$ cat config.mk
export PLATFORM = sky130hd
export DESIGN_NAME = ls_ctrl_flat
export DESIGN_NICKNAME = d
export VERILOG_FILES = /design/src/rtl/ls_pkg.sv /design/src/rtl/ls_ctrl_if.sv /design/src/rtl/ls_lane_unit.sv /design/src/rtl/ls_ctrl.sv /design/src/flat_wrapper.sv
export SDC_FILE = /design/constraint.sdc
export NUM_CORES = 1
export LEC_CHECK = 0
export ABC_AREA = 1
export BUFFER_PORTS_ARGS = -buffer_cell sky130_fd_sc_hd__buf_2
export CAP_MARGIN = 20
export CELL_PAD_IN_SITES_DETAIL_PLACEMENT = 0
export CELL_PAD_IN_SITES_GLOBAL_PLACEMENT = 1
export CORE_ASPECT_RATIO = 1.2
export CORE_MARGIN = 3
export CORE_UTILIZATION = 34
export DETAILED_ROUTE_END_ITERATION = 7
export GPL_TIMING_DRIVEN = 0
export PLACE_DENSITY_LB_ADDON = 0.1
export SETUP_SLACK_MARGIN = 0.2
export SLEW_MARGIN = 20
export SYNTH_ARGS = -nofsm -noshare
export SYNTH_HDL_FRONTEND = slang
export SYNTH_SLANG_ARGS = --single-unit
$ cat constraint.sdc
create_clock -name clk -period 4.3 [get_ports clk]
set_input_delay 0.86 -clock clk [delete_from_list [all_inputs] [get_ports clk]]
set_output_delay 0.86 -clock clk [all_outputs]
set_load 0.005 [all_outputs]
$ cat src/rtl/ls_pkg.sv
// Shared op codes, FSM states and lane widths for the load/store sequencer.
// Build option: LS_MISALIGN_TRAP_EN selects trapping of misaligned accesses.
package ls_pkg;

  localparam logic [2:0] OP_LW = 3'b000;
  localparam logic [2:0] OP_LH = 3'b001;
  localparam logic [2:0] OP_LB = 3'b010;
  localparam logic [2:0] OP_SW = 3'b100;
  localparam logic [2:0] OP_SH = 3'b101;
  localparam logic [2:0] OP_SB = 3'b110;

  localparam int BYTE_W = 8;
  localparam int HALF_W = 16;
  localparam int WORD_W = 32;

  typedef enum logic [2:0] {
    S_IDLE,
    S_RD,
    S_LD_WB,
    S_WR,
    S_EXC
  } state_t;

  typedef struct packed {
    logic [2:0]        op;
    logic [1:0]        lo;
    logic [WORD_W-1:0] data;
  } req_t;

  function automatic logic op_legal(logic [2:0] op);
    return op[1:0] != 2'b11;
  endfunction

endpackage

$ cat src/rtl/ls_ctrl_if.sv
// Request, memory and write-back bundle of the load/store sequencer.
// Master side is the requester plus memory; slave side is ls_ctrl.
interface ls_ctrl_if;
  logic        start;
  logic [2:0]  op;
  logic [31:0] addr;
  logic [31:0] st_data;
  logic [31:0] mem_rdata;
  logic [31:0] mem_addr;
  logic        mem_wr;
  logic [31:0] mem_wdata;
  logic [31:0] ld_data;
  logic        datasrc_sel;
  logic        reg_wr;
  logic        busy;
  logic        done;
  logic        exc;

  modport master (
    output start, op, addr, st_data, mem_rdata,
    input  mem_addr, mem_wr, mem_wdata, ld_data,
    input  datasrc_sel, reg_wr, busy, done, exc
  );

  modport slave (
    input  start, op, addr, st_data, mem_rdata,
    output mem_addr, mem_wr, mem_wdata, ld_data,
    output datasrc_sel, reg_wr, busy, done, exc
  );
endinterface

$ cat src/rtl/ls_lane_unit.sv
// Little-endian lane extract with sign extension for loads and
// lane merge for sub-word stores.
module ls_lane_unit
  import ls_pkg::*;
(
  input  logic [31:0] word,
  input  logic [1:0]  a,
  input  logic [2:0]  op,
  input  logic [31:0] st_data,
  output logic [31:0] ld,
  output logic [31:0] merged
);

  logic [BYTE_W-1:0] b;
  logic [HALF_W-1:0] h;

  always_comb begin
    b      = word[{a, 3'b000} +: BYTE_W];
    h      = word[{a[1], 4'b0000} +: HALF_W];
    ld     = word;
    merged = st_data;
    case (op)
      OP_LB: ld = {{(WORD_W-BYTE_W){b[BYTE_W-1]}}, b};
      OP_LH: ld = {{(WORD_W-HALF_W){h[HALF_W-1]}}, h};
      OP_SB: begin
        merged = word;
        merged[{a, 3'b000} +: BYTE_W] = st_data[BYTE_W-1:0];
      end
      OP_SH: begin
        merged = word;
        merged[{a[1], 4'b0000} +: HALF_W] = st_data[HALF_W-1:0];
      end
      default: ;
    endcase
  end

endmodule

$ cat src/rtl/ls_ctrl.sv
// Multicycle load/store sequencer: FSM, latency counter, request latch.
// Build option: LS_MISALIGN_TRAP_EN traps misaligned LH/SH/LW/SW.
module ls_ctrl
  import ls_pkg::*;
#(
  parameter int MEM_LAT = 2
)
(
  input logic      clk,
  input logic      reset,
  ls_ctrl_if.slave bus
);

  localparam int CW = (MEM_LAT > 1) ? $clog2(MEM_LAT) : 1;

  state_t      state;
  req_t        req;
  logic [CW-1:0] cnt;

  logic [31:0] mem_addr_q;
  logic [31:0] mem_wdata_q;
  logic [31:0] ld_data_q;
  logic        mem_wr_q;
  logic        reg_wr_q;
  logic        sel_q;
  logic        busy_q;
  logic        done_q;
  logic        exc_q;

  logic        is_half;
  logic        is_word;
  logic        mis;
  logic [1:0]  lo;
  logic [31:0] lane_ld;
  logic [31:0] lane_mg;

  assign is_half = bus.op[1:0] == 2'b01;
  assign is_word = bus.op[1:0] == 2'b00;

`ifdef LS_MISALIGN_TRAP_EN
  assign mis = (is_half && bus.addr[0]) ||
               (is_word && bus.addr[1:0] != 2'b00);
  assign lo  = bus.addr[1:0];
`else
  // Misaligned requests are silently aligned down to their access size.
  assign mis = 1'b0;
  assign lo  = is_word ? 2'b00 :
               is_half ? {bus.addr[1], 1'b0} :
                         bus.addr[1:0];
`endif

  ls_lane_unit u_lane (
    .word    (bus.mem_rdata),
    .a       (req.lo),
    .op      (req.op),
    .st_data (req.data),
    .ld      (lane_ld),
    .merged  (lane_mg)
  );

  always_ff @(posedge clk or posedge reset) begin
    if (reset) begin
      state       <= S_IDLE;
      req         <= '0;
      cnt         <= '0;
      mem_addr_q  <= '0;
      mem_wdata_q <= '0;
      ld_data_q   <= '0;
      mem_wr_q    <= 1'b0;
      reg_wr_q    <= 1'b0;
      sel_q       <= 1'b0;
      busy_q      <= 1'b0;
      done_q      <= 1'b0;
      exc_q       <= 1'b0;
    end else begin
      mem_wr_q <= 1'b0;
      reg_wr_q <= 1'b0;
      sel_q    <= 1'b0;
      done_q   <= 1'b0;
      exc_q    <= 1'b0;
      case (state)
        S_IDLE: begin
          if (bus.start) begin
            req    <= '{op: bus.op, lo: lo, data: bus.st_data};
            busy_q <= 1'b1;
            if (!op_legal(bus.op) || mis) begin
              state  <= S_EXC;
              exc_q  <= 1'b1;
              done_q <= 1'b1;
            end else if (bus.op == OP_SW) begin
              state       <= S_WR;
              mem_addr_q  <= {bus.addr[31:2], 2'b00};
              mem_wdata_q <= bus.st_data;
              mem_wr_q    <= 1'b1;
              done_q      <= 1'b1;
            end else begin
              state      <= S_RD;
              mem_addr_q <= {bus.addr[31:2], 2'b00};
              cnt        <= CW'(MEM_LAT - 1);
            end
          end
        end
        S_RD: begin
          if (cnt == '0) begin
            done_q <= 1'b1;
            if (!req.op[2]) begin
              state     <= S_LD_WB;
              ld_data_q <= lane_ld;
              reg_wr_q  <= 1'b1;
              sel_q     <= 1'b1;
            end else begin
              state       <= S_WR;
              mem_wdata_q <= lane_mg;
              mem_wr_q    <= 1'b1;
            end
          end else begin
            cnt <= cnt - 1'b1;
          end
        end
        S_LD_WB, S_WR, S_EXC: begin
          state  <= S_IDLE;
          busy_q <= 1'b0;
        end
        default: begin
          state  <= S_IDLE;
          busy_q <= 1'b0;
        end
      endcase
    end
  end

  assign bus.mem_addr    = mem_addr_q;
  assign bus.mem_wr      = mem_wr_q;
  assign bus.mem_wdata   = mem_wdata_q;
  assign bus.ld_data     = ld_data_q;
  assign bus.datasrc_sel = sel_q;
  assign bus.reg_wr      = reg_wr_q;
  assign bus.busy        = busy_q;
  assign bus.done        = done_q;
  assign bus.exc         = exc_q;

endmodule

$ cat src/flat_wrapper.sv
// flat-port wrapper written by rule: the top's interface ports become plain ports
module ls_ctrl_flat import ls_pkg::*;
#(
  parameter int MEM_LAT = 2
)
  (clk, reset, bus_start, bus_op, bus_addr, bus_st_data, bus_mem_rdata, bus_mem_addr, bus_mem_wr, bus_mem_wdata, bus_ld_data, bus_datasrc_sel, bus_reg_wr, bus_busy, bus_done, bus_exc);
  ls_ctrl_if bus_i ();
  input logic clk;
  input logic reset;
  input wire logic [$bits(bus_i.start)-1:0] bus_start;
  input wire logic [$bits(bus_i.op)-1:0] bus_op;
  input wire logic [$bits(bus_i.addr)-1:0] bus_addr;
  input wire logic [$bits(bus_i.st_data)-1:0] bus_st_data;
  input wire logic [$bits(bus_i.mem_rdata)-1:0] bus_mem_rdata;
  output wire logic [$bits(bus_i.mem_addr)-1:0] bus_mem_addr;
  output wire logic [$bits(bus_i.mem_wr)-1:0] bus_mem_wr;
  output wire logic [$bits(bus_i.mem_wdata)-1:0] bus_mem_wdata;
  output wire logic [$bits(bus_i.ld_data)-1:0] bus_ld_data;
  output wire logic [$bits(bus_i.datasrc_sel)-1:0] bus_datasrc_sel;
  output wire logic [$bits(bus_i.reg_wr)-1:0] bus_reg_wr;
  output wire logic [$bits(bus_i.busy)-1:0] bus_busy;
  output wire logic [$bits(bus_i.done)-1:0] bus_done;
  output wire logic [$bits(bus_i.exc)-1:0] bus_exc;
  assign bus_i.start = bus_start;
  assign bus_i.op = bus_op;
  assign bus_i.addr = bus_addr;
  assign bus_i.st_data = bus_st_data;
  assign bus_i.mem_rdata = bus_mem_rdata;
  assign bus_mem_addr = bus_i.mem_addr;
  assign bus_mem_wr = bus_i.mem_wr;
  assign bus_mem_wdata = bus_i.mem_wdata;
  assign bus_ld_data = bus_i.ld_data;
  assign bus_datasrc_sel = bus_i.datasrc_sel;
  assign bus_reg_wr = bus_i.reg_wr;
  assign bus_busy = bus_i.busy;
  assign bus_done = bus_i.done;
  assign bus_exc = bus_i.exc;
  ls_ctrl #(.MEM_LAT(MEM_LAT)) u_core (.clk(clk), .reset(reset), .bus(bus_i));
endmodule
==> results.md, run 1 <==
* Vias in the first global route at 8,311
* RD Place Congestion at 0.929
* CP endpoint kind: register
* Post-synth EDFFs at 0
* Most used DFF post-synth: dfrtp_1
* Outcome: finished, final reports clean
* Post-synthesis cell count at 1,286
* Starting Density at 34.8%
* Asr flop ratio synth at 100%
* Post-CTS setup buffer count at 0
* Final-report hold violation count at 0
* Area growth from synthesis to layout at 24.9%
* Slowest stage delay, CP at 0.51 ns
* Clock Latency Late Sink at 0.43 ns
* Unique masters post-synth at 31
* Post-CTS Hold Buffers at 0
* First-pass GRT wire length at 46.7 mm
* Clock skew after layout at 0.0144 ns
* Logic pwr share at 50.8%
* Clock transition at the registers of the reported paths at 0.07 ns
* Required time worst endpoint at 4.63 ns
* Critical Path AT at 3.05 ns
* Placement Rows at 62
* # IOs at 204
* Post-synthesis simple-gate area fraction at 41.5%
* Crit path max fanout at 12
* Sw Share at 46.8%
* Antenna violations before repair at 5
* Routed Antenna Nets at 0
* Clk pwr share at 19.1%
* Startpoint Class: register
* Layout cells sized above 1 at 21.5%
* Worst Tran Pin Value at 0.614 ns
* Final setup viols at 0
* Top cells by count, synth: 514 x nand2_1, 223 x nor2_1, 140 x dfrtp_1, 89 x o21ai_0, 75 x inv_1
* Synth Area in Compound Gates at 8.18%
* Flops & latches, synth at 140
* Core Region at 0.0241 sq mm
* PortBufs at 201
* Post_cts resized at 0
* CTS tree: done
* Die area at 0.0266 sq mm
* Max VDD drop at 0.280 mV
* Hold crit path type: reg -> reg
* Overflow left after global routing at 0
* Mux contribution to synthesized area at 0%
* Vias after detailed routing at 8,565
* Adder-Cell Fraction of Synth Area at 0.745%
* Final worst-path cycle share at 63.3%
* Power Density at 740 mW/mm^2
* Delay-heaviest family, CP: buffers and inverters
* Largest cells by area after synthesis: dfrtp_1 42%, nand2_1 23%, nor2_1 10%, o21ai_0 5.3%, nand3_1 3.9%
* Drt wl/cell at 16.4 um
* Post-synthesis sequential area ratio at 41.7%
* Hpwl dp at 24.4 mm
* Fmax at 367 MHz
* Setup TNS Final at 0 ns
* DRT Wirelength at 30.2 mm
* Synth top area share at 41.7%
* H-tree lvl count at 4
* WS Path Type: reg -> reg
* Largest net degree at the start of global routing at 35
* Fin nets at 1,618
* P_sw at 3.63 mW
* CP max-delay cell: buf_1
* Area leader, netlist: dfrtp_1
* Total GRT Usage at 22.8%
* CTS buffer count at 17
* Synth warnings at 0
* CTS Sinks at 140
* Sequential share of power at 30.1%
* Total power at 7.76 mW
* Largest family of logic cells by synthesized area: simple AND/OR/NAND/NOR gates
* Drt drc at 0
* CTS max path bufs at 2
* Iteration-0 DRC Markers at 403
* Cell mode on critical path: nand2_1
* Top-count cell post-synth: nand2_1
* Via/cell ratio at 4.64
* P_int at 4.13 mW
* Final Max Slew Viols at 0
* Post-Syn Area at 0.00840 sq mm
* Final min period at 2.72 ns
* Filler cell count at 2,687
* Static leakage at 5.70 nW
* Crit path cell chain: inv_2 -> buf_1 -> ha_1 -> clkbuf_1 -> clkbuf_1 -> o21ai_0 -> nand2_1 -> nand3_1 -> nand2_1 -> nand2_1
* Chip width at 149 um
* Die Ht at 178 um
* Critical path buffers and inverters at 4
* XOR/XNOR share of the synthesized area at 0%
* Max_slew headroom at 59.0%
* Max Cap Viol at 0
* Drt pass-1 iters at 5
* Root buf cell: clkbuf_16
* RSZ-0062 raised after global routing: false
* Avg Cell Area, Syn at 6.53 sq um
[layout make-up]
cell class	instances	area, sq um	area share [%]
antenna	3	7.51	0.0716
buffer	73	345	3.29
clock buffer	18	439	4.19
clock inverter	14	149	1.42
inverter	83	317	3.02
multi-input combinational	991	4240	40.4
sequential	140	3500	33.4
tap	320	400	3.82
timing repair buffer	205	1090	10.4
[kinds of logic (layout without fill, tap and decap cells)]
family,after synthesis,in the layout
compound gates,129,129
fa+ha+maj,5,5
buf+inv,156,393
flops,140,140
other cells,1,5
simple gates,855,855
[placed cells by master, fill, tap and decap left out, types with 6 or more instances in the layout]
cell type,count
o211ai_1,10
or2_2,28
a21oi_1,19
inv_1,74
nor2_1,223
dfrtp_1,140
o21ai_0,89
clkbuf_16,17
nand2_1,514
clkbuf_1,26
nand4_1,9
nand3_1,66
inv_2,6
buf_2,234
[power groups by stage]
stage | Sequential (mW) | Clock (mW) | Combinational, mW
after floorplan | 2.31 | 0 | 2.54
after global placement | 2.36 | 0 | 3.94
after detailed placement | 2.36 | 0 | 3.97
after CTS | 2.34 | 1.51 | 3.99
after global routing | 2.42 | 1.58 | 4.50
final | 2.34 | 1.48 | 3.94
[flip-flops by register name, indices dropped and copies added, names as in the netlist]
signal	count
u_core.bus.done	1
u_core.cnt	1
u_core.bus.ld_data	32
u_core.bus.busy	1
u_core.bus.mem_wr	1
u_core.state	3
u_core.bus.exc	1
u_core.bus.reg_wr	1
u_core.bus.mem_wdata	32
u_core.req	37
u_core.bus.mem_addr	30
[metal layers]
layer	part of all wire, %	vias up	track usage (%)
met3	6.2	50	4.55
li1	-	4423	-
met4	2.7	6	8.39
met5	0.099	-	0
met1	43	3820	28.7
met2	48	266	38.9
[path summary, 6_finish.rpt]
| path | cells after the start | to | slack [ns] | start |
|---|---|---|---|---|
| setup reg to reg | 10 | u_core.bus.mem_wdata[24]$_DFFE_PP0P_ | 1.58 | u_core.req[32]$_DFFE_PP0P_ |
| hold reg to reg | 2 | u_core.req[31]$_DFFE_PP0P_ | 0.47 | u_core.req[31]$_DFFE_PP0P_ |
| hold / removal | 2 | u_core.req[31]$_DFFE_PP0P_ | 0.47 | u_core.req[31]$_DFFE_PP0P_ |
| max in group asynchronous | 4 | u_core.req[13]$_DFFE_PP0P_ | 3.04 | reset |
| setup / recovery | 10 | u_core.bus.mem_wdata[24]$_DFFE_PP0P_ | 1.58 | u_core.req[32]$_DFFE_PP0P_ |
| min in group asynchronous | 2 | u_core.bus.mem_addr[2]$_DFFE_PP0P_ | 0.48 | reset |
[tightest hold or removal path, stage by stage (launching register included)]
cell and delay (ns):
dfrtp_1 0.35, nand2_1 0.05, nand2_1 0.04
[per-stage QoR]
stage / cells / instance area (sq um) / utilization, % / hold WS (ns) / setup slack [ns]
2_1_floorplan: 1287 / 8410 / - / 0.442 / 1.69
3_3_place_gp: 1808 / 9810 / 40.7 / 0.456 / 0.721
3_5_place_dp: 1812 / 9890 / 41.0 / 0.460 / 1.61
4_1_cts: 1844 / 10500 / 43.4 / 0.478 / 1.60
5_1_grt: 1846 / 10500 / 43.5 / 0.496 / 1.38
6_report: 1847 / 10500 / 43.5 / 0.474 / 1.58
Power figures use the tool's default switching activity.
==> inputs of run 2 (changes only) <==
- clock period: 4.3 -> 2.45 ns (I/O delays scaled with it)
==> run 2 against run 1 <==
Effect of this change: sequential power grew 76%; non-clock buffer count grew 1; critical path type unchanged; largest cell class unchanged; critical path depth grew 1; clock-buffer cell count is the same.
==> results.md, run 2 (synthesis gave the netlist of run 1 again) <==
* WS Path Type: reg -> reg (unchanged)
* Total GRT Usage at 22.8% (about the same)
* Largest net degree at the start of global routing at 35 (unchanged)
* Vias after detailed routing at 8,597 (was 8,565)
* Hpwl dp at 24.4 mm (unchanged)
* CP max-delay cell: dfrtp_2 (was buf_1)
* Reg-to-Reg Start: u_core.req[33]$_DFFE_PP0P_ (was u_core.req[32]$_DFFE_PP0P_)
* DRT Wirelength at 30.3 mm (was 30.2 mm)
* Clock transition at the registers of the reported paths at 0.07 ns (about the same)
* Commonest cells after routing, fill and taps aside: 512 x nand2_1, 236 x buf_2, 223 x nor2_1 (was 514 x nand2_1, 234 x buf_2, 223 x nor2_1)
* CP endpoint kind: register (unchanged)
* Reg-to-reg slack, setup at 0.37 ns (was 1.58 ns)
* Final Max Slew Viols at 0 (unchanged)
* Final worst-path cycle share at 85.0% (was 63.3%)
* Slowest stage delay, CP at 0.43 ns (was 0.51 ns)
* Final Cell Area at 0.0105 sq mm (about the same)
* Iteration-0 DRC Markers at 435 (was 403)
* Setup TNS Final at 0 ns (unchanged)
* Die Ht at 178 um (unchanged)
* Area growth from synthesis to layout at 25.4% (was 24.9%)
* Delay-heaviest family, CP: buffers and inverters (unchanged)
* Final-report hold violation count at 0 (unchanged)
* P_sw at 6.40 mW (was 3.63 mW)
* Placed cell area at 0.00989 sq mm (unchanged)
* Outcome: finished, final reports clean (unchanged)
* Crit path cell chain: inv_1 -> buf_6 -> buf_6 -> ha_1 -> buf_2 -> buf_2 -> o21ai_0 -> nand2_1 -> nand3_1 -> nand2_1 -> nand2_1 (was inv_2 -> buf_1 -> ha_1 -> clkbuf_1 -> clkbuf_1 -> o21ai_0 -> nand2_1 -> nand3_1 -> nand2_1 -> nand2_1)
* Max Cap Viol at 0 (unchanged)
* Commonest non-fill, non-tap cell in the layout: nand2_1 (unchanged)
* Via/cell ratio at 4.65 (was 4.64)
* Startpoint Class: register (unchanged)
* Filler cell count at 2,678 (was 2,687)
* Placed Cells incl. Taps at 1,812 (unchanged)
* Worst Tran Pin Value at 0.617 ns (was 0.614 ns)
* Antenna violations before repair at 5 (unchanged)
* Max_slew headroom at 58.9% (was 59.0%)
* Clk pwr share at 18.9% (was 19.1%)
* CTS max path bufs at 2 (unchanged)
* Root buf cell: clkbuf_16 (unchanged)
* P_int at 7.33 mW (was 4.13 mW)
* Routed Antenna Nets at 0 (unchanged)
* Multi-input gate area at 0.00425 sq mm (was 0.00424 sq mm)
* Required time worst endpoint at 2.78 ns (was 4.63 ns)
* Drt wl/cell at 16.4 um (about the same)
* Setup ws final at 0.369 ns (was 1.58 ns)
* # IOs at 204 (unchanged)
* Drt drc at 0 (unchanged)
* Fmax at 480 MHz (was 367 MHz)
* Cell mode on critical path: nand2_1 (unchanged)
* Largest register FFs at 37 (unchanged)
* Fin nets at 1,619 (was 1,618)
* RD Place Congestion at 0.929 (unchanged)
* Final min period at 2.08 ns (was 2.72 ns)
* H-tree lvl count at 4 (unchanged)
* Core Region at 0.0241 sq mm (unchanged)
* Power Density at 1300 mW/mm^2 (was 740 mW/mm^2)
* Chip width at 149 um (unchanged)
* Drt pass-1 iters at 5 (unchanged)
* Sequential share of power at 29.9% (was 30.1%)
* Largest reg by FF count: u_core.req (unchanged)
* Pre-CTS WS at -0.240 ns (was 1.61 ns)
* First-pass GRT wire length at 46.7 mm (about the same)
* Die area at 0.0266 sq mm (unchanged)
* R2R Path End: u_core.bus.mem_wdata[24]$_DFFE_PP0P_ (unchanged)
* RSZ-0062 raised after global routing: false (unchanged)
* Overflow left after global routing at 0 (unchanged)
* Sw Share at 46.6% (was 46.8%)
* Placement Rows at 62 (unchanged)
* Starting Density at 34.8% (unchanged)
* Clock skew after layout at 0.0132 ns (was 0.0144 ns)
* Critical path buffers and inverters at 5 (was 4)
* Worst R2R Path Depth at 11 (was 10)
* Crit path max fanout at 12 (unchanged)
* Clock Latency Late Sink at 0.43 ns (about the same)
* Finished Layout Cells at 1,848 (was 1,847)
* CTS buffer count at 17 (unchanged)
* Max VDD drop at 0.493 mV (was 0.280 mV)
* PortBufs at 201 (unchanged)
* Register area at 0.00351 sq mm (was 0.00350 sq mm)
* Logic pwr share at 51.2% (was 50.8%)
* Hold crit path type: in -> async (was reg -> reg)
* Critical Path AT at 2.41 ns (was 3.05 ns)
* Vias in the first global route at 8,314 (was 8,311)
* CTS Sinks at 140 (unchanged)
* Static leakage at 5.74 nW (was 5.70 nW)
* Layout cells sized above 1 at 22.4% (was 21.5%)
* Final setup viols at 0 (unchanged)
* CTS tree: done (unchanged)
run 2: final cells by class:
type / instances / area share [%]
inverter: 83 / 3.03
buffer: 73 / 3.53
timing repair buffer: 206 / 10.4
clock buffer: 18 / 4.17
tap: 320 / 3.80
multi-input combinational: 991 / 40.3
clock inverter: 14 / 1.41
sequential: 140 / 33.3
antenna: 3 / 0.0713
run 2: worst reg2reg max path, stage by stage, from the launching register on:
cell	delay (ns)
dfrtp_2	0.43
inv_1	0.10
buf_6	0.15
buf_6	0.16
ha_1	0.27
buf_2	0.20
buf_2	0.23
o21ai_0	0.11
nand2_1	0.12
nand3_1	0.11
nand2_1	0.08
nand2_1	0.05
run 2: worst max path at each step:
stage	startpoint	slack [ns]	end	depth (start not counted)
after floorplan	reset	0.21	u_core.bus.busy$_DFFE_PP0P_	1
after global placement	reset	-0.76	u_core.bus.mem_wdata[10]$_DFFE_PP0P_	2
after detailed placement	u_core.req[32]$_DFFE_PP0P_	-0.24	u_core.bus.mem_wdata[24]$_DFFE_PP0P_	10
after CTS	u_core.req[32]$_DFFE_PP0P_	0.21	u_core.bus.mem_wdata[19]$_DFFE_PP0P_	9
after global routing	u_core.req[33]$_DFFE_PP0P_	0.21	u_core.bus.mem_wdata[24]$_DFFE_PP0P_	11
final	u_core.req[33]$_DFFE_PP0P_	0.37	u_core.bus.mem_wdata[24]$_DFFE_PP0P_	11
run 2: metal layers:
layer | part of all wire [%] | routed length [um] | GRT usage, % | up-vias
li1 | - | - | - | 4425
met1 | 43 | 13000 | 28.6 | 3853
met2 | 48 | 14700 | 39.0 | 268
met3 | 6.2 | 1890 | 5.03 | 45
met4 | 2.4 | 740 | 7.48 | 6
met5 | 0.099 | 30 | 0 | -
run 2: power groups by stage:
stage / sequential, mW / clock, mW / combinational, mW
5_1_grt: 4.25 / 2.77 / 8.00
6_report: 4.11 / 2.60 / 7.02
3_3_place_gp: 4.13 / 0 / 6.92
2_1_floorplan: 4.05 / 0 / 4.46
4_1_cts: 4.12 / 2.65 / 7.05
3_5_place_dp: 4.14 / 0 / 6.98
run 2: what timing repair did:
item                       CTS  global route
resized for setup           13            17
setup endpoints to repair   32            32
buffers inserted             0             1
hold buffers                 0             0
run 2: per-stage QoR:
stage,hold slack [ns],util (%),power [mW]
after detailed placement,0.460,41.0,11.1
after global routing,0.134,43.7,15.0
final,0.106,43.7,13.7
after global placement,0.456,40.7,11.1
after floorplan,0.442,-,8.51
after CTS,0.114,43.5,13.8
==> inputs of run 3 (changes only) <==
- ABC_AREA: 1 -> 0
- CORE_UTILIZATION: 34 -> 40
- clock period: 2.45 -> 2.1 ns (I/O delays scaled with it)
==> run 3 against run 2 <==
Effect of this change: via count fell by 18%; worst hold slack got worse by 0.057 ns; sequential share of layout area grew 1.7 points; combinational power increased by 10%; final cell count shrank 31%; synthesized area down 11%; critical path depth is 1 lower; cell area fell by 4.8%; die area down 24%; clock skew is 0.0049 ns lower; setup slack lost 0.24 ns; clock-buffer cell count grew 2; highest routed layer is now met4.
==> results.md, run 3 <==
* Fin nets at 1,148 (was 1,619)
* Setup TNS Final at 0 ns (unchanged)
* Largest net degree at the start of global routing at 34 (was 35)
* RD Place Congestion at 0.893 (was 0.929)
* Worst Tran Pin Value at 0.629 ns (was 0.617 ns)
* Commonest cells after routing, fill and taps aside: 211 x buf_2, 142 x nand2_1, 138 x dfrtp_1 (was 512 x nand2_1, 236 x buf_2, 223 x nor2_1)
* Flops & latches, synth at 140 (unchanged)
* Antenna violations before repair at 0 (was 5)
* Final min period at 1.97 ns (was 2.08 ns)
* Hpwl dp at 19.3 mm (was 24.4 mm)
* Overflow left after global routing at 0 (unchanged)
* Antenna Cells at 0 (was 3)
* Final worst-path cycle share at 93.7% (was 85.0%)
* Root buf cell: clkbuf_16 (unchanged)
* Crit path cell chain: buf_6 -> buf_12 -> clkinv_8 -> ha_4 -> buf_8 -> and3b_1 -> buf_6 -> a31oi_1 -> o211ai_1 -> a22o_1 (was inv_1 -> buf_6 -> buf_6 -> ha_1 -> buf_2 -> buf_2 -> o21ai_0 -> nand2_1 -> nand3_1 -> nand2_1 -> nand2_1)
* Util after Layout at 54.9% (was 43.7%)
* Drt drc at 0 (unchanged)
* Largest cells by area after synthesis: dfrtp_1 47%, nand2_1 7.2%, mux2_2 6.7%, o21ai_0 4.5%, a22o_1 3.8% (was dfrtp_1 42%, nand2_1 23%, nor2_1 10%, o21ai_0 5.3%, nand3_1 3.9%)
* Clock skew after layout at 0.00831 ns (was 0.0132 ns)
* CP endpoint kind: register (unchanged)
* WS Path Type: reg -> reg (unchanged)
* Post-Syn Area at 0.00744 sq mm (was 0.00840 sq mm)
* Largest register FFs at 37 (unchanged)
* Outcome: finished, final reports clean (unchanged)
* Most used DFF post-synth: dfrtp_1 (unchanged)
* RSZ-0062 raised after global routing: true (was false)
* Final hold slack at 0.0485 ns (was 0.106 ns)
* CTS buffer count at 17 (unchanged)
* XOR/XNOR share of the synthesized area at 0.118% (was 0%)
* DRT Wirelength at 25.5 mm (was 30.3 mm)
* Cell mode on critical path: buf_6 (was nand2_1)
* CTS max path bufs at 2 (unchanged)
* Die Ht at 155 um (was 178 um)
* Routed Antenna Nets at 0 (unchanged)
* Clock Latency Late Sink at 0.42 ns (was 0.43 ns)
* # IOs at 204 (unchanged)
* Max_slew headroom at 58.0% (was 58.9%)
* PortBufs at 201 (unchanged)
* Filler cell count at 1,767 (was 2,678)
* Critical Path AT at 2.28 ns (was 2.41 ns)
* Static leakage at 4.70 nW (was 5.74 nW)
* Final setup viols at 0 (unchanged)
* Power Density at 1570 mW/mm^2 (was 1300 mW/mm^2)
* First-pass GRT wire length at 39.5 mm (was 46.7 mm)
* Register area at 0.00351 sq mm (unchanged)
* Die area at 0.0203 sq mm (was 0.0266 sq mm)
* CP max-delay cell: dfrtp_1 (was dfrtp_2)
* Total GRT Usage at 25.4% (was 22.8%)
* Final-report hold violation count at 0 (unchanged)
* Fmax at 508 MHz (was 480 MHz)
* Final Max Slew Viols at 0 (unchanged)
* Critical path buffers and inverters at 5 (unchanged)
* Max Cap Viol at 0 (unchanged)
* Hold crit path type: in -> async (unchanged)
* Adder-Cell Fraction of Synth Area at 0.840% (was 0.745%)
* Commonest non-fill, non-tap cell in the layout: buf_2 (was nand2_1)
* Slowest stage delay, CP at 0.39 ns (was 0.43 ns)
* Startpoint Class: register (unchanged)
* Avg Cell Area, Syn at 9.33 sq um (was 6.53 sq um)
* Iteration-0 DRC Markers at 465 (was 435)
* Largest family of logic cells by synthesized area: compound AO/OA/AOI/OAI gates (was simple AND/OR/NAND/NOR gates)
* Chip width at 131 um (was 149 um)
* Largest reg by FF count: u_core.req (unchanged)
* Starting Density at 40.8% (was 34.8%)
* Core Region at 0.0182 sq mm (was 0.0241 sq mm)
* Synth top area share at 47.1% (was 41.7%)
* Asr flop ratio synth at 100% (unchanged)
* Area leader, netlist: dfrtp_1 (unchanged)
* Unique masters post-synth at 48 (was 31)
* Post-synthesis cell count at 798 (was 1,286)
* Post-CTS Hold Buffers at 0 (unchanged)
* Crit path max fanout at 8 (was 12)
* Drt pass-1 iters at 5 (unchanged)
* Top-count cell post-synth: nand2_1 (unchanged)
* H-tree lvl count at 4 (unchanged)
* Vias after detailed routing at 7,044 (was 8,597)
* Placement Rows at 54 (was 62)
* Clock transition at the registers of the reported paths at 0.06 ns (was 0.07 ns)
* Max VDD drop at 0.797 mV (was 0.493 mV)
* Post-synth EDFFs at 0 (unchanged)
* CTS tree: done (unchanged)
* Drt wl/cell at 20.0 um (was 16.4 um)
* Top cells by count, synth: 143 x nand2_1, 140 x dfrtp_1, 67 x o21ai_0, 54 x a21oi_1 (was 514 x nand2_1, 223 x nor2_1, 140 x dfrtp_1, 89 x o21ai_0, 75 x inv_1)
* CTS Sinks at 140 (unchanged)
* Synth warnings at 0 (unchanged)
* Multi-input gate area at 0.00384 sq mm (was 0.00425 sq mm)
* Post-synthesis simple-gate area fraction at 17.8% (was 41.5%)
* Vias in the first global route at 7,120 (was 8,314)
* Via/cell ratio at 5.52 (was 4.65)
* Layout cells sized above 1 at 38.7% (was 22.4%)
* Required time worst endpoint at 2.41 ns (was 2.78 ns)
* Synth Area in Compound Gates at 19.6% (was 8.18%)
* Area growth from synthesis to layout at 34.6% (was 25.4%)
* Post-synthesis sequential area ratio at 47.1% (was 41.7%)
* Delay-heaviest family, CP: buffers and inverters (unchanged)
* Mux contribution to synthesized area at 9.29% (was 0%)
* Pre-CTS WS at -0.326 ns (was -0.240 ns)
* Setup ws final at 0.132 ns (was 0.369 ns)
==> run 3: changes by cell type after synthesis, moves of 17 or more <==
cell     before  now
a21oi_1      19   54
inv_1        75   22
nor2_1      223   44
mux2_2        0   44
mux2i_1       0   17
nand3_1      66   18
a22o_1        0   32
o21ai_0      89   67
nand2_1     514  143
or2_2        28    2
==> run 3: final timing paths <==
kind | startpoint | endpoint | slack, ns | cells past startpoint
max reg2reg | u_core.req[33]$_DFFE_PP0P_ | u_core.bus.mem_wdata[9]$_DFFE_PP0P_ | 0.13 | 10
min | reset | u_core.bus.ld_data[29]$_DFFE_PP0P_ | 0.05 | 2
max | u_core.req[33]$_DFFE_PP0P_ | u_core.bus.mem_wdata[9]$_DFFE_PP0P_ | 0.13 | 10
min in group clk | bus_st_data[30] | u_core.req[30]$_DFFE_PP0P_ | 0.20 | 3
min reg2reg | u_core.bus.mem_wdata[28]$_DFFE_PP0P_ | u_core.bus.mem_wdata[28]$_DFFE_PP0P_ | 0.48 | 2
max in group asynchronous | reset | u_core.bus.mem_wdata[6]$_DFFE_PP0P_ | 1.30 | 4
==> run 3: worst register-to-register path, cell delays in order, from the launching register on <==
cell and delay [ns]:
dfrtp_1 0.39, buf_6 0.14, buf_12 0.13, clkinv_8 0.05, ha_4 0.19, buf_8 0.12, and3b_1 0.17, buf_6 0.15
a31oi_1 0.16, o211ai_1 0.15, a22o_1 0.21
==> run 3: layout make-up <==
type                            instances  share of cell area [%]
Timing Repair Buffer                  224                    12.4
Buffer                                 68                    4.47
Tap cell                              224                    2.80
Clock buffer                           20                    4.56
Multi-Input combinational cell        567                    38.3
Clock inverter                         11                    1.42
Sequential cell                       140                    35.0
Inverter                               23                    1.10
==> run 3: through the flow <==
stage | power (mW) | std cells | instance area [sq um]
3_5_place_dp | 11.7 | 1228 | 8880
2_1_floorplan | 9.10 | 799 | 7510
3_3_place_gp | 11.7 | 1224 | 8800
5_1_grt | 16.9 | 1277 | 10000
4_1_cts | 15.4 | 1271 | 9780
6_report | 15.7 | 1277 | 10000
==> run 3: cell families (layout without fill, tap and decap cells) <==
family / after synthesis / in the layout
AO/OA/AOI/OAI: 230 / 230
XOR/XNOR: 1 / 1
adder cells (fa/ha/maj): 5 / 5
buffers and inverters: 92 / 346
flip-flops: 140 / 140
multiplexers: 62 / 62
other: 1 / 2
AND/OR/NAND/NOR: 267 / 267
==> run 3: repair_timing <==
action                                  CTS  global route
setup buffers                            12             7
gates resized for setup                  71            61
pin swaps                                18            34
endpoints found under the setup margin  117           106
==> run 3: power by group <==
group	leakage [nW]	switching, mW	internal, mW
Sequential	1.65	0.901	3.98
Combinational	2.75	4.16	3.59
Clock	0.292	1.17	1.92
==> run 3: routing by layer <==
layer	share of wire [%]	vias to the layer above	track usage, %
met1	41	3419	32.8
met5	0	-	0
met3	6.0	48	4.53
met4	3.8	0	11.7
met2	49	247	41.2
li1	-	3330	-
